<file path="src/rtl/modport_fifo_if.sv">
// Handshake bundle between the FIFO and its producer/consumer agents.
// The master modport is the agent side; the slave modport is the FIFO itself.
interface modport_fifo_if #(
    parameter int DATA_WIDTH = 8,
    parameter int ADDR_WIDTH = 4
);
    logic                  wr_en;
    logic [DATA_WIDTH-1:0] wr_data;
    logic                  full;
    logic                  rd_en;
    logic [DATA_WIDTH-1:0] rd_data;
    logic                  empty;
    logic [ADDR_WIDTH:0]   count;
    logic                  overflow;
    logic                  underflow;

    modport master (
        output wr_en, wr_data, rd_en,
        input  full, rd_data, empty, count, overflow, underflow
    );

    modport slave (
        input  wr_en, wr_data, rd_en,
        output full, rd_data, empty, count, overflow, underflow
    );
endinterface

</file>
<file path="src/rtl/modport_fifo.sv">
// Single-clock FIFO with registered read data, registered full/empty/count
// and one-cycle overflow/underflow pulses for rejected requests.
module modport_fifo #(
    parameter int DATA_WIDTH = 8,
    parameter int ADDR_WIDTH = 4
) (
    input  logic              clk,
    input  logic              rst,
    modport_fifo_if.slave     bus
);
    localparam int DEPTH = 1 << ADDR_WIDTH;

    logic [DATA_WIDTH-1:0] mem [DEPTH];

    // Pointers carry one extra wrap bit so full and empty are distinguishable.
    logic [ADDR_WIDTH:0]   wptr_reg, wptr_next;
    logic [ADDR_WIDTH:0]   rptr_reg, rptr_next;
    logic [ADDR_WIDTH:0]   count_reg;
    logic                  full_reg, empty_reg;
    logic                  overflow_reg, underflow_reg;
    logic [DATA_WIDTH-1:0] rd_data_reg;
    logic                  wr_accept, rd_accept;

    assign wr_accept = bus.wr_en & ~full_reg;
    assign rd_accept = bus.rd_en & ~empty_reg;

    always_comb begin
        wptr_next = wptr_reg + {{ADDR_WIDTH{1'b0}}, wr_accept};
        rptr_next = rptr_reg + {{ADDR_WIDTH{1'b0}}, rd_accept};
    end

    always_ff @(posedge clk or posedge rst) begin
        if (rst) begin
            wptr_reg      <= '0;
            rptr_reg      <= '0;
            count_reg     <= '0;
            full_reg      <= 1'b0;
            empty_reg     <= 1'b1;
            overflow_reg  <= 1'b0;
            underflow_reg <= 1'b0;
            rd_data_reg   <= '0;
        end else begin
            wptr_reg      <= wptr_next;
            rptr_reg      <= rptr_next;
            // Modular pointer difference is exactly the occupancy 0..DEPTH.
            count_reg     <= wptr_next - rptr_next;
            empty_reg     <= (wptr_next == rptr_next);
            full_reg      <= (wptr_next[ADDR_WIDTH-1:0] == rptr_next[ADDR_WIDTH-1:0]) &&
                             (wptr_next[ADDR_WIDTH] != rptr_next[ADDR_WIDTH]);
            overflow_reg  <= bus.wr_en & full_reg;
            underflow_reg <= bus.rd_en & empty_reg;
            if (rd_accept) begin
                rd_data_reg <= mem[rptr_reg[ADDR_WIDTH-1:0]];
            end
        end
    end

    // Storage has no reset so it can map onto block RAM.
    always_ff @(posedge clk) begin
        if (wr_accept) begin
            mem[wptr_reg[ADDR_WIDTH-1:0]] <= bus.wr_data;
        end
    end

    assign bus.full      = full_reg;
    assign bus.empty     = empty_reg;
    assign bus.count     = count_reg;
    assign bus.overflow  = overflow_reg;
    assign bus.underflow = underflow_reg;
    assign bus.rd_data   = rd_data_reg;
endmodule

</file>
<file path="src/flat_wrapper.sv">
// flat-port wrapper written by rule: the top's interface ports become plain ports
module modport_fifo_flat 
#(
    parameter int DATA_WIDTH = 8,
    parameter int ADDR_WIDTH = 4
)
  (clk, rst, bus_wr_en, bus_wr_data, bus_rd_en, bus_full, bus_rd_data, bus_empty, bus_count, bus_overflow, bus_underflow);
  modport_fifo_if #(.DATA_WIDTH(DATA_WIDTH), .ADDR_WIDTH(ADDR_WIDTH)) bus_i ();
  input  logic clk;
  input  logic rst;
  input wire logic [$bits(bus_i.wr_en)-1:0] bus_wr_en;
  input wire logic [$bits(bus_i.wr_data)-1:0] bus_wr_data;
  input wire logic [$bits(bus_i.rd_en)-1:0] bus_rd_en;
  output wire logic [$bits(bus_i.full)-1:0] bus_full;
  output wire logic [$bits(bus_i.rd_data)-1:0] bus_rd_data;
  output wire logic [$bits(bus_i.empty)-1:0] bus_empty;
  output wire logic [$bits(bus_i.count)-1:0] bus_count;
  output wire logic [$bits(bus_i.overflow)-1:0] bus_overflow;
  output wire logic [$bits(bus_i.underflow)-1:0] bus_underflow;
  assign bus_i.wr_en = bus_wr_en;
  assign bus_i.wr_data = bus_wr_data;
  assign bus_i.rd_en = bus_rd_en;
  assign bus_full = bus_i.full;
  assign bus_rd_data = bus_i.rd_data;
  assign bus_empty = bus_i.empty;
  assign bus_count = bus_i.count;
  assign bus_overflow = bus_i.overflow;
  assign bus_underflow = bus_i.underflow;
  modport_fifo #(.DATA_WIDTH(DATA_WIDTH), .ADDR_WIDTH(ADDR_WIDTH)) u_core (.clk(clk), .rst(rst), .bus(bus_i));
endmodule
</file>
<file path="config.mk">
export PLATFORM = sky130hd
export DESIGN_NAME = modport_fifo_flat
export DESIGN_NICKNAME = d
export VERILOG_FILES = /design/src/rtl/modport_fifo_if.sv /design/src/rtl/modport_fifo.sv /design/src/flat_wrapper.sv
export SDC_FILE = /design/constraint.sdc
export NUM_CORES = 1
export LEC_CHECK = 0
export CORE_MARGIN = 4
export CORE_UTILIZATION = 53
export CTS_CLUSTER_SIZE = 12
export DETAILED_ROUTE_END_ITERATION = 8
export PLACE_DENSITY = 0.81
export SLEW_MARGIN = 10
export SYNTH_ARGS = -nofsm -noshare
export SYNTH_HDL_FRONTEND = slang
export SYNTH_SLANG_ARGS = --single-unit
</file>
<file path="constraint.sdc">
create_clock -name clk -period 3.8 [get_ports clk]
set_clock_uncertainty 0.05 [all_clocks]
set_input_delay 0.38 -clock clk [delete_from_list [all_inputs] [get_ports clk]]
set_output_delay 0.38 -clock clk [all_outputs]
set_load 0.05 [all_outputs]
</file>
# Word-level counts from Yosys, hierarchy flattened
# Memories as Yosys holds them, arrays and structs flattened. A register that Yosys moved wholly into a read port is not among the register bits.
# Cells that the tools add are included.
[totals]
regBits = 19
ramBits = 128
inputBits = 12
out_inout_bits = 17
elab_cells = 23
memories = 1
[mem_list]
columns = ["name", "depth", "word_bits", "rd", "rd_clocked_by_memory_dff", "wr", "line_no", "rtl"]
rows = [
  ["u_core.mem", 16, 8, 1, 1, 1, "modport_fifo.sv:13", "logic [DATA_WIDTH-1:0] mem [DEPTH];"],
]
[classes]
n_addsub = 3
n_eq_ne = 3
n_mux = 2
n_bitwise = 6
reduce_logical = 1
[ops]
columns = ["cell", "count"]
rows = [
  ["$add 5x1->5", 2],
  ["$eq 5x5->1", 1],
  ["$sub 5x5->5", 1],
  ["$and 1x1->1", 4],
  ["$eq 4x4->1", 1],
  ["$mux 1", 2],
  ["$not 1->1", 2],
  ["$logic_and 1x1->1", 1],
  ["$ne 1x1->1", 1],
]

# Depth between registers and ports, before layout
# Gate-level depths: netlist of the first run.
[depth]
depth_word = 5
depth_mapped = 11
ltp_nobuf = 9

# Worst setup path after synthesis of the first run
# No wires, ideal clock.
[synth_path]
path_type = "flip-flop to flip-flop"
start = "register u_core.empty_reg, in the netlist u_core.bus.empty"
end = "register u_core.count_reg[4], in the netlist u_core.bus.count[4]"
setup_ns = 0.130
arrival_ns = 2.770
required_ns = 3.620
path_slack_ns = 0.850
stages_incl_launch_ff = 11
path_buffers = 1
period_less_slack_ns = 2.950
cell_sequence = "dfstp_2 -> nand2b_1 -> clkbuf_1 -> nor2_1 -> ha_1 -> xnor2_1 -> ha_1 -> a21oi_1 -> maj3_1 -> maj3_1 -> xnor2_1"
[synth_via]
elab_chain_cells = 4
[synth_lines]
columns = ["item", "line_no", "rtl"]
rows = [
  ["start, declared", "modport_fifo.sv:19", "logic full_reg, empty_reg;"],
  ["start signal, assigned", "modport_fifo.sv:47", "empty_reg <= (wptr_next == rptr_next);"],
  ["$not 1->1", "modport_fifo.sv:25", "assign rd_accept = bus.rd_en & ~empty_reg;"],
  ["$and 1x1->1", "modport_fifo.sv:25", ""],
  ["$add 5x1->5", "modport_fifo.sv:29", "rptr_next = rptr_reg + {{ADDR_WIDTH{1'b0}}, rd_accept};"],
  ["named net u_core.rptr_next[1]", "modport_fifo.sv:17", "logic [ADDR_WIDTH:0] rptr_reg, rptr_next;"],
  ["$sub 5x5->5", "modport_fifo.sv:46", "count_reg <= wptr_next - rptr_next;"],
  ["end signal, assigned", "modport_fifo.sv:46", ""],
  ["end, declared", "modport_fifo.sv:18", "logic [ADDR_WIDTH:0] count_reg;"],
]
# The timed path passes the listed nets, and every way through them passes these cells.

# Final worst setup path of the first run
# Same ends and word-level chain as after synthesis.

==> results of run 1 <==
[cell families (layout without fill, tap and decap cells)]
family,after synthesis,in the layout,synth area share (%)
buf+inv,27,77,2.11
fa+ha+maj,7,7,1.30
simple gates,69,69,6.02
compound gates,34,34,4.71
flops,155,155,73.3
xor+xnor,15,15,2.13
mux,40,40,10.4
[final timing paths]
| kind | endpoint | slack, ps | depth (start not counted) |
|---|---|---|---|
| setup / recovery | u_core.bus.count[4] | 900 | 9 |
| hold / removal | u_core.rptr_reg[2] | 460 | 2 |
| setup reg to reg | u_core.bus.count[4] | 900 | 9 |
| hold reg to reg | u_core.rptr_reg[4] | 460 | 2 |
| max in group asynchronous | u_core.rptr_reg[1] | 2590 | 2 |
| min in group clk | u_core.rptr_reg[4] | 460 | 2 |
[power groups by stage]
stage | clock network [mW] | logic [mW] | registers [mW]
after floorplan | 0 | 1.33 | 2.58
after global routing | 1.66 | 2.32 | 2.37
after global placement | 0 | 2.10 | 2.35
final | 1.56 | 2.16 | 2.34
after CTS | 1.58 | 2.17 | 2.34
after detailed placement | 0 | 2.15 | 2.37
[metal layers]
| metal | share of wire [%] | up-vias | GRT usage (%) |
|---|---|---|---|
| met5 | 0 | - | 0 |
| met4 | 3.0 | 0 | 8.97 |
| met3 | 6.7 | 26 | 4.80 |
| met2 | 49 | 128 | 29.8 |
| met1 | 41 | 1561 | 25.7 |
| li1 | - | 1439 | - |
[through the flow]
step	hold WS, ps	setup WS (ps)	area, µm²	util (%)	power [mW]
floorplan	382	850	6170	-	3.92
global placement	445	608	6590	57.7	4.45
detailed placement	445	516	6590	57.7	4.52
CTS	463	890	7140	62.5	6.09
global route	478	655	7140	62.5	6.35
finish	456	896	7140	62.5	6.06
[cell type report]
class	count	area, µm²
clock buffers	26	522
clock inverters	6	32.5
fillers	786	4280
inverters	11	41.3
multi-input cells	165	1520
flip-flops and latches	155	4520
well taps	143	179
repair buffers	34	325
[Yosys cell counts, types with 9 or more instances]
cell	instances
edfxtp_1	128
dfrtp_1	26
nor2_1	17
nor2b_1	17
mux2i_1	16
inv_1	11
mux4_1	9
==> flow_metrics.env, run 1 <==
export IMPL_cpPeakStageDelay_ps=540
export IMPL_switching_share_pct=34.6
export IMPL_fin_nets=400
export IMPL_cts_buffer_depth=2
export IMPL_fin_tns_setup_ps=0
export IMPL_r2r_start="u_core.bus.empty"
export IMPL_crit_fanout=11
export IMPL_final_instance_count_excl_fill=540
export IMPL_worst_pin_slew_ps=975
export IMPL_dpl_hpwl_um=7340
export IMPL_largest_reg_flops=128
export IMPL_internal_power_mw=3.96
export IMPL_ctsHoldBuffers=0
export IMPL_timing_fmax_mhz=344
export IMPL_cts_tree="done"
export IMPL_root_buffer="clkbuf_16"
export IMPL_drv_slew=0
export IMPL_cts_sinks=155
export IMPL_antenna_found_initial=0
export IMPL_rows=39
export IMPL_wl_per_cell_um=22.2
export IMPL_grt_pass1_wl_um=18600
export IMPL_worstSetupEndpointType="flip-flop"
export IMPL_core_area_mm2=0.0114
export IMPL_area_growth_pct=15.7
export IMPL_seqPwrFrac_pct=38.6
export IMPL_p_per_area_mw_per_mm2=849
export IMPL_critical_path_top_delay_family="adder cells"
export IMPL_cap_violations=0
export IMPL_final_cell_mix="128 x edfxtp_1, 28 x clkdlybuf4s50_1, 25 x dfrtp_1, 19 x clkbuf_16"
export IMPL_drive_gt1_share_pct=13.1
export IMPL_comb_power_share_pct=35.6
export IMPL_switchingPower_mw=2.10
export IMPL_cp_required_ps=4030
export IMPL_worst_setup_path_start_kind="flip-flop"
export IMPL_synth_area_mm2=0.00617
export IMPL_clk_pin_slew_worst_paths_ps=60
export IMPL_dp_cells=508
export IMPL_io_pins=29
export IMPL_synth_area_leader_cell="edfxtp_1"
export IMPL_synth_enable_flop_cells=128
export IMPL_async_flop_share_pct=17.4
export IMPL_die_area_mm2=0.0134
export IMPL_drc=0
export IMPL_rsz0062_at_grt="no"
export IMPL_h_tree_depth=4
export IMPL_drt_first_pass_iters=5
export IMPL_grt_max_degree=66
export IMPL_avgViaCountPerCell=5.84
export IMPL_hp_class="primary input to async pin"
export IMPL_syn_area_per_cell_um2=17.8
export IMPL_die_x_um=116
export IMPL_postCtsResizedCells=0
export IMPL_vdd_drop_max_v=0.000759
export IMPL_synthFlopType="edfxtp_1"
export IMPL_via_count=3154
export IMPL_portBuffers=28
export IMPL_yosysTopAreaCellShare_pct=62.3
export IMPL_crit_start="u_core.bus.empty"
export IMPL_arrival_ps=3140
export IMPL_p_clk_share_pct=25.8
export IMPL_finalWirelength_um=12000
export IMPL_cp_cell_sequence="nand2b_1, nor2_1, ha_1, xnor2_1, ha_1, a21oi_1, maj3_1, maj3_1, xnor2_1"
export IMPL_finalCritPeriodShare_pct=76.4
export IMPL_ys_types=35
export IMPL_grt_pass1_vias=3208
export IMPL_ys_ff_latch=155
export IMPL_power_leakage_nw=2.49
export IMPL_setup_violations=0
export IMPL_yosys_warnings=0
export IMPL_grt_overflow=0
export IMPL_path_class="flip-flop to flip-flop"
export IMPL_grt_use_total_pct=19.2
export IMPL_antenna_left=0
export IMPL_layout_commonest_cell="edfxtp_1"
export IMPL_worst_path_buf_inv=0
export IMPL_report_final_hold_viol_count=0
export IMPL_synth_seq_area_share_pct=73.3
export IMPL_insertion_delay_ps=410
export IMPL_syn_num_nets=363
export IMPL_cts_buffers=17
export IMPL_diodes=0
export IMPL_run_status="finished, final reports clean"
export IMPL_postCtsSetupRepairBufs=0
export IMPL_slowest_stage="dfstp_2"
export IMPL_synthCells=347
export IMPL_synth_area_leaders="edfxtp_1 62%, dfrtp_1 11%, mux4_1 3.8%"
export IMPL_first_iter_violations=369
export IMPL_gp_congestion=0.827
export IMPL_initial_core_util_pct=54.0
export IMPL_period_needed_ps=2900
export IMPL_die_h_um=116
export IMPL_maxSlewHeadroom_pct=34.9
Note: power is estimated with default switching activity, not from simulation.
==> inputs of run 2 (changes only) <==
PLACE_DENSITY = 0.84   (was 0.81)
clock period = 2.6 ns   (was 3.8 ns; I/O delays follow)
==> run 2 against run 1 <==
Effect of this change:
- total power up 54%
- critical endpoint unchanged
- wire length rose by 10%
- critical path depth stayed put
==> flow_metrics.env, run 2 (synthesized netlist as in run 1, its figures left out) <==
export IMPL_finalWirelength_um=13200
export IMPL_cpPeakStageDelay_ps=550
export IMPL_rows=39
export IMPL_h_tree_depth=4
export IMPL_maxSlewHeadroom_pct=46.6
export IMPL_cp_cell_sequence="nand2b_4, nor2_2, ha_1, xnor2_2, ha_2, a21oi_2, maj3_2, maj3_2, xnor2_1"
export IMPL_via_count=3414
export IMPL_grt_overflow=0
export IMPL_io_pins=29
export IMPL_cp_required_ps=2840
export IMPL_r2r_end="u_core.bus.count[4]"
export IMPL_internal_power_mw=6.01
export IMPL_root_buffer="clkbuf_16"
export IMPL_avgViaCountPerCell=6.06
export IMPL_gp_congestion=0.837
export IMPL_largest_reg_flops=128
export IMPL_path_class="flip-flop to flip-flop"
export IMPL_cts_tree="done"
export IMPL_wl_per_cell_um=23.5
export IMPL_switching_share_pct=35.6
export IMPL_comb_power_share_pct=38.6
export IMPL_dpl_hpwl_um=7850
export IMPL_crit_fanout=4
export IMPL_clk_pin_slew_worst_paths_ps=60
export IMPL_period_needed_ps=2450
export IMPL_p_clk_share_pct=25.0
export IMPL_ctsHoldBuffers=0
export IMPL_diodes=0
export IMPL_r2r_start="u_core.bus.empty"
export IMPL_final_cell_mix="128 x edfxtp_1, 28 x clkdlybuf4s50_1, 27 x buf_4, 25 x dfrtp_1"
export IMPL_worstSetupEndpointType="flip-flop"
export IMPL_worst_setup_path_start_kind="flip-flop"
export IMPL_rsz0062_at_grt="no"
export IMPL_cts_buffers=17
export IMPL_area_growth_pct=19.6
export IMPL_antenna_left=0
export IMPL_layout_commonest_cell="edfxtp_1"
export IMPL_drv_slew=0
export IMPL_path_common_cell="maj3_2"
export IMPL_fin_tns_setup_ps=0
export IMPL_timing_fmax_mhz=407
export IMPL_cts_buffer_depth=2
export IMPL_initial_core_util_pct=54.0
export IMPL_drive_gt1_share_pct=20.7
export IMPL_holdWs_ps=242
export IMPL_fin_ws_ps=145
export IMPL_slowest_stage="dfstp_2"
export IMPL_die_area_mm2=0.0134
export IMPL_ff2ff_setup_slack_ps=150
export IMPL_switchingPower_mw=3.31
export IMPL_setup_violations=0
export IMPL_die_x_um=116
export IMPL_place_ws_ps=-138
export IMPL_arrival_ps=2700
export IMPL_grt_pass1_wl_um=20700
export IMPL_grt_max_degree=66
export IMPL_antenna_found_initial=0
export IMPL_portBuffers=28
export IMPL_first_iter_violations=356
export IMPL_vdd_drop_max_v=0.00129
export IMPL_report_final_hold_viol_count=0
export IMPL_worst_pin_slew_ps=800
export IMPL_grt_use_total_pct=21.5
export IMPL_fill_cells=749
export IMPL_grt_pass1_vias=3485
export IMPL_seqPwrFrac_pct=36.5
export IMPL_die_h_um=116
export IMPL_run_status="finished, final reports clean"
export IMPL_hp_class="primary input to async pin"
export IMPL_core_area_mm2=0.0114
export IMPL_cap_violations=0
export IMPL_rr_worst_depth=9
export IMPL_drt_first_pass_iters=6
export IMPL_cts_sinks=155
export IMPL_drc=0
export IMPL_finalCritPeriodShare_pct=94.4
export IMPL_insertion_delay_ps=420
export IMPL_p_per_area_mw_per_mm2=1260
export IMPL_power_leakage_nw=2.61
export IMPL_fin_nets=423
[run 2: cell types whose count changed in the layout (fill, tap and decap cells not counted), moves of 3 or more]
cell        before  now
buf_4            6   27
clkbuf_1         5    0
clkinvlp_4       0    5
clkinv_4         0    4
inv_6            0    4
clkinv_2         4    1
[run 2: final cells by class]
cell class                      count  area, µm²  area share, %
Clock buffer                       17        425           5.77
Clock inverter                     15        143           1.93
Inverter                           11       41.3          0.560
Multi-Input combinational cell    165       1540           20.9
Sequential cell                   155       4520           61.3
Tap cell                          143        179           2.43
Timing Repair Buffer               57        523           7.09
[run 2: worst max-delay path by stage]
stage                     start             endpoint  cells after the start
2_1_floorplan  u_core.bus.empty  u_core.bus.count[4]                     10
3_3_place_gp          bus_wr_en  u_core.bus.count[4]                     10
3_5_place_dp          bus_wr_en  u_core.bus.count[4]                     10
4_1_cts        u_core.bus.empty  u_core.bus.count[4]                      9
5_1_grt        u_core.bus.empty  u_core.bus.count[4]                      9
6_report       u_core.bus.empty  u_core.bus.count[4]                      9
[run 2: timing repair]
| action | 4_1_cts | 5_1_grt |
|---|---|---|
| setup endpoints to repair | 0 | 1 |
| gates resized for setup | 0 | 1 |
| setup buffers | 0 | 0 |
[run 2: metal layers]
| metal | up-vias | share of wire, % | global-route usage, % |
|---|---|---|---|
| met4 | 0 | 3.7 | 10.4 |
| met5 | - | 0 | 0 |
| met1 | 1709 | 39 | 27.6 |
| met2 | 185 | 50 | 34.7 |
| li1 | 1489 | - | - |
| met3 | 31 | 7.0 | 4.91 |
[run 2: worst max-delay path: cells and delay by family (launching register included)]
family / cells / cell delay, ps
AND/OR/NAND/NOR: 2 / 190
XOR/XNOR: 2 / 340
AO/OA/AOI/OAI: 1 / 40
adder cells (fa/ha/maj): 4 / 1160
flip-flops: 1 / 550
[run 2: through the flow]
stage                     cells  power, mW  area [µm²]  util [%]
after floorplan             347       5.78        6200         -
after global placement      531       6.79        6800      59.6
after detailed placement    531       6.93        6800      59.6
after CTS                   563       9.31        7370      64.5
after global routing        563       9.76        7380      64.6
final                       563       9.32        7380      64.6
[run 2: power by group through the flow]
| stage | clock, mW | combinational (mW) | sequential (mW) |
|---|---|---|---|
| floorplan | 0 | 2.01 | 3.77 |
| global placement | 0 | 3.39 | 3.40 |
| detailed placement | 0 | 3.50 | 3.42 |
| CTS | 2.35 | 3.57 | 3.40 |
| global route | 2.46 | 3.87 | 3.43 |
| finish | 2.33 | 3.59 | 3.40 |
==> RTL change 1 (flow settings as in run 1) <==
`DATA_WIDTH` is set to 8 in 3 places; all go to 6.
--- a/src/rtl/modport_fifo_if.sv
+++ b/src/rtl/modport_fifo_if.sv
@@ -1,7 +1,7 @@
 // Handshake bundle between the FIFO and its producer/consumer agents.
 // The master modport is the agent side; the slave modport is the FIFO itself.
 interface modport_fifo_if #(
-    parameter int DATA_WIDTH = 8,
+    parameter int DATA_WIDTH = 6,
     parameter int ADDR_WIDTH = 4
 );
     logic                  wr_en;
--- a/src/rtl/modport_fifo.sv
+++ b/src/rtl/modport_fifo.sv
@@ -1,7 +1,7 @@
 // Single-clock FIFO with registered read data, registered full/empty/count
 // and one-cycle overflow/underflow pulses for rejected requests.
 module modport_fifo #(
-    parameter int DATA_WIDTH = 8,
+    parameter int DATA_WIDTH = 6,
     parameter int ADDR_WIDTH = 4
 ) (
     input  logic              clk,
--- a/src/flat_wrapper.sv
+++ b/src/flat_wrapper.sv
@@ -1,7 +1,7 @@
 // flat-port wrapper written by rule: the top's interface ports become plain ports
 module modport_fifo_flat 
 #(
-    parameter int DATA_WIDTH = 8,
+    parameter int DATA_WIDTH = 6,
     parameter int ADDR_WIDTH = 4
 )
   (clk, rst, bus_wr_en, bus_wr_data, bus_rd_en, bus_full, bus_rd_data, bus_empty, bus_count, bus_overflow, bus_underflow);
Interface: changed (resized bus_rd_data and bus_wr_data); port bits go from 29 to 25. The function was not compared with the original's and may differ.
==> RTL change 1 against run 1 <==
Area after synthesis fell by 21%. Final cell count fell by 24%. Sequential power fell by 21%. Hold slack got worse by 0.11 ns. Sequential cell count fell by 34. Design area fell by 20%. Highest routed layer unchanged. Setup slack improved by 0.15 ns. Power fell by 15%. Largest power group unchanged. Wire length fell by 25%. Core utilization rose by 2.7 points.
==> RTL change 1: results (changes against run 1) <==
| Metric | Value |
|---|---|
| Fin cells | `412 (-24%)` |
| Worst VDD drop | `0.416 mV (-45%)` |
| TritonCTS buffer count | `17 (unchanged)` |
| Worst Path Arrival | `3.08 ns (-0.06 ns)` |
| Synth Area in Adders | `0.0168 (+0.00378)` |
| CTS resizes | `0 (unchanged)` |
| CTS root buf | `clkbuf_8` |
| Dpl hpwl | `5620 microns (-23%)` |
| Largest net degree at the start of global routing | `27 (-59%)` |
| Sequential fraction of the synthesis area | `0.723 (-0.00936)` |
| Asr flop ratio synth | `0.207 (+0.0324)` |
| Worst hold slack | `0.348 ns (-0.108 ns)` |
| DRT Wirelength | `9030 microns (-25%)` |
| PwrDens | `896 nW/um^2 (+5.6%)` |
| CP max stage delay | `0.54 ns (about the same)` |
| Nets@finish | `305 (-24%)` |
| CP delay by family, top | `adder cells` |
| Slew margin rel. | `0.323 (-0.0260)` |
| Unique masters post-synth | `35 (unchanged)` |
| First-pass GRT wire length | `14700 microns (-21%)` |
| Vias in the first global route | `2583 (-19%)` |
| Via count | `2384 (-24%)` |
| GP Congestion | `0.789 (-4.5%)` |
| Slowest CP cell | `dfstp_2` |
| Synth cell count leaders | `edfxtp_1, dfrtp_1, nor2_1` |
| Cell total after placement | `380 (-25%)` |
| Period minus WS final | `2.76 ns (-0.145 ns)` |
| Critical path peak fanout | `9 (-2)` |
| Status | `complete, no violations` |
| Filler instances | `566 (-28%)` |
| Antenna Cells | `0 (unchanged)` |
| Leak | `2.04 nW (-18%)` |
| Reg clk slew, reported paths | `0.06 ns (about the same)` |
| Post-synthesis mux area share | `0.149 (+0.0441)` |
| Dominant cells by area after synthesis | `edfxtp_1, dfrtp_1, mux4_1` |
| GRT Total Usage | `0.184 (-0.00744)` |
| Post-synth EDFFs | `96 (-25%)` |
| Initial antenna violation count | `0 (unchanged)` |
| Drt pass-1 iters | `4 (-1)` |
| Clock Latency Late Sink | `0.50 ns (+0.09 ns)` |
| DR iter-0 viols | `197 (-47%)` |
| Mapped Nets | `271 (-25%)` |
| Worst R2R Setup Slack | `1.04 ns (+0.15 ns)` |
| Syn Inst Count | `257 (-26%)` |
| IO buf count | `24 (-14%)` |
| Complex-gate fraction of the synthesized area | `0.0186 (-0.0285)` |
| Dpl ws | `0.572 ns (+0.0561 ns)` |
| Area post-placement | `5170 sq um (-21%)` |
| Share of cells above drive strength 1 | `0.178 (+0.0466)` |
| XOR/XNOR Fraction of Synth Area | `0.0271 (+0.00578)` |
| Largest register FFs | `96 (-25%)` |
[RTL change 1: metal layers]
layer	wire, microns	vias up	GRT usage	share of wire
met5	0	-	0	0
met4	66	0	0.0674	0.0073
met3	474	4	0.0609	0.052
met2	4650	75	0.299	0.52
met1	3840	1230	0.234	0.42
li1	-	1075	-	-
[RTL change 1: where the power goes]
| part | internal (mW) | switching, mW |
|---|---|---|
| Clock | 0.934 | 0.579 |
| Combinational | 0.751 | 1.02 |
| Sequential | 1.70 | 0.164 |
| Total | 3.38 | 1.76 |
[RTL change 1: cells by family after synthesis]
| logic type | count (synthesis) |
|---|---|
| DFF | 121 |
| muxes | 36 |
| xor gates and xnor gates | 15 |
| buffers and inverters | 22 |
| AOI/OAI and AO/OA | 14 |
| and+or+nand+nor | 42 |
| adders and majority gates | 7 |
[RTL change 1: layout make-up]
type,count,area share
clock buffer,18,0.0728
multi-input combinational,114,0.215
sequential,121,0.612
clock inverter,14,0.0259
timing repair buffer,26,0.0445
tap,108,0.0235
inverter,11,0.00719
[RTL change 1: path summary, 6_finish.rpt]
check                                       from                    end  cells past startpoint
worst max-delay path            u_core.bus.empty    u_core.bus.count[4]                      9
worst min-delay path                         rst  u_core.bus.rd_data[1]                      2
worst max register to register  u_core.bus.empty    u_core.bus.count[4]                      9
worst min register to register   u_core.bus.full    u_core.bus.overflow                      1
max in group asynchronous                    rst    u_core.bus.count[3]                      2
min in group clk                       bus_wr_en    u_core.bus.overflow                      2
[RTL change 1: worst reg2reg max path, cell delays in order (launching register included)]
cell,delay [ns]
dfstp_2,0.54
nand2b_1,0.34
nor2_1,0.08
ha_1,0.36
xnor2_1,0.21
ha_1,0.18
a21oi_1,0.07
maj3_1,0.37
maj3_2,0.32
xnor2_1,0.13
==> RTL change 2 (flow settings as in run 1) <==
Without the edit above. Reset style: synchronous (`rst`), changed in one clocked block.
--- a/src/rtl/modport_fifo.sv
+++ b/src/rtl/modport_fifo.sv
@@ -29,7 +29,7 @@
         rptr_next = rptr_reg + {{ADDR_WIDTH{1'b0}}, rd_accept};
     end
 
-    always_ff @(posedge clk or posedge rst) begin
+    always_ff @(posedge clk) begin
         if (rst) begin
             wptr_reg      <= '0;
             rptr_reg      <= '0;
Function: differs if rst is asserted again (counterexample within 4 cycles, from zero or initial values and one cycle with rst high); with rst held inactive, the same outputs for 10 cycles.
==> RTL change 2 against run 1 <==
Wire length up 3.7%. Hold slack is essentially flat. Sequential cell count did not move. Area after synthesis rose by 0.87%. Fmax shrank 3.8%. Setup slack worse by 0.12 ns. Design area is 1.4% higher.
Power is not compared: it rests on default switching activity, and its combinational part moved more than twofold at a synthesized area within 25%.
==> RTL change 2: results (changes against run 1) <==
| Metric | Value |
|---|---|
| XOR/XNOR Fraction of Synth Area | `0.0217 (+0.000419)` |
| Mapped Nets | `379 (+4.4%)` |
| Nets@finish | `416 (+4.0%)` |
| Unique masters post-synth | `49 (+40%)` |
| Routed wire length per instance | `22.4 microns (+0.87%)` |
| Dpl ws | `0.499 ns (-0.0167 ns)` |
| DR iter-0 viols | `375 (+1.6%)` |
| Sequential fraction of the synthesis area | `0.705 (-0.0283)` |
| Metal3 WL | `1070 microns (+34%)` |
| First-pass GRT wire length | `19600 microns (+5.2%)` |
| Complex-gate fraction of the synthesized area | `0.0563 (+0.00925)` |
| DR WL met2 | `6290 microns (+6.9%)` |
| R2r endpoint | `u_core.bus.count[4]` |
| Post-synthesis mux area share | `0.119 (+0.0148)` |
| Final period util | `0.795 (+0.0305)` |
| Hold Crit Class | `reg -> reg` |
| Via count | `3395 (+7.6%)` |
| Metal-1 WL | `4840 microns (-2.2%)` |
| GR Util met2 | `0.324 (+0.0258)` |
| DRT Wirelength | `12400 microns (+3.7%)` |
| Share of cells above drive strength 1 | `0.192 (+0.0608)` |
| Synth cell count leaders | `edfxtp_1, nor2_1, mux4_2` |
| Worst r2r src | `u_core.bus.full` |
| Largest net degree at the start of global routing | `39 (-41%)` |
| Slowest CP cell | `clkdlybuf4s50_1` |
| Dominant cells by area after synthesis | `edfxtp_1, mux4_2, dfxtp_1` |
| Transition time of the tightest slew-check pin | `0.968 ns (-0.00690 ns)` |
| Synth Area in Adders | `0.0101 (-0.00293)` |
| Status | `complete, no violations` |
| Dpl hpwl | `7400 microns (+0.70%)` |
| Worst hold slack | `0.457 ns (+0.000394 ns)` |
| GRT met3 Usage | `0.0539 (+0.00584)` |
| Worst setup path class | `in -> reg` |
| Worst Path Arrival | `3.28 ns (+0.14 ns)` |
## RTL change 2: changes by cell type in the layout (fill, tap and decap cells not counted), moves of 9 or more
cell / delta
a21oi_1: +18
mux4_2: +25
mux4_1: -9
nor2b_1: -12
a22oi_1: +17
dfxtp_1: +26
dfrtp_1: -25
nor2_1: +20
mux2i_1: -15
## RTL change 2: layout make-up
cell class,instances,area (sq um)
multi-input cells,180,1700
inverters,6,22.5
fillers,764,4230
well taps,143,179
clock inverters,13,161
flip-flops and latches,155,4390
clock buffers,19,433
repair buffers,39,363
## RTL change 2: per-stage QoR
| step | util | total power [mW] |
|---|---|---|
| 5_1_grt | 0.631 | 4.19 |
| 3_3_place_gp | 0.579 | 2.38 |
| 2_1_floorplan | - | 2.27 |
| 3_5_place_dp | 0.579 | 2.39 |
| 4_1_cts | 0.631 | 4.07 |
| 6_report | 0.631 | 4.05 |
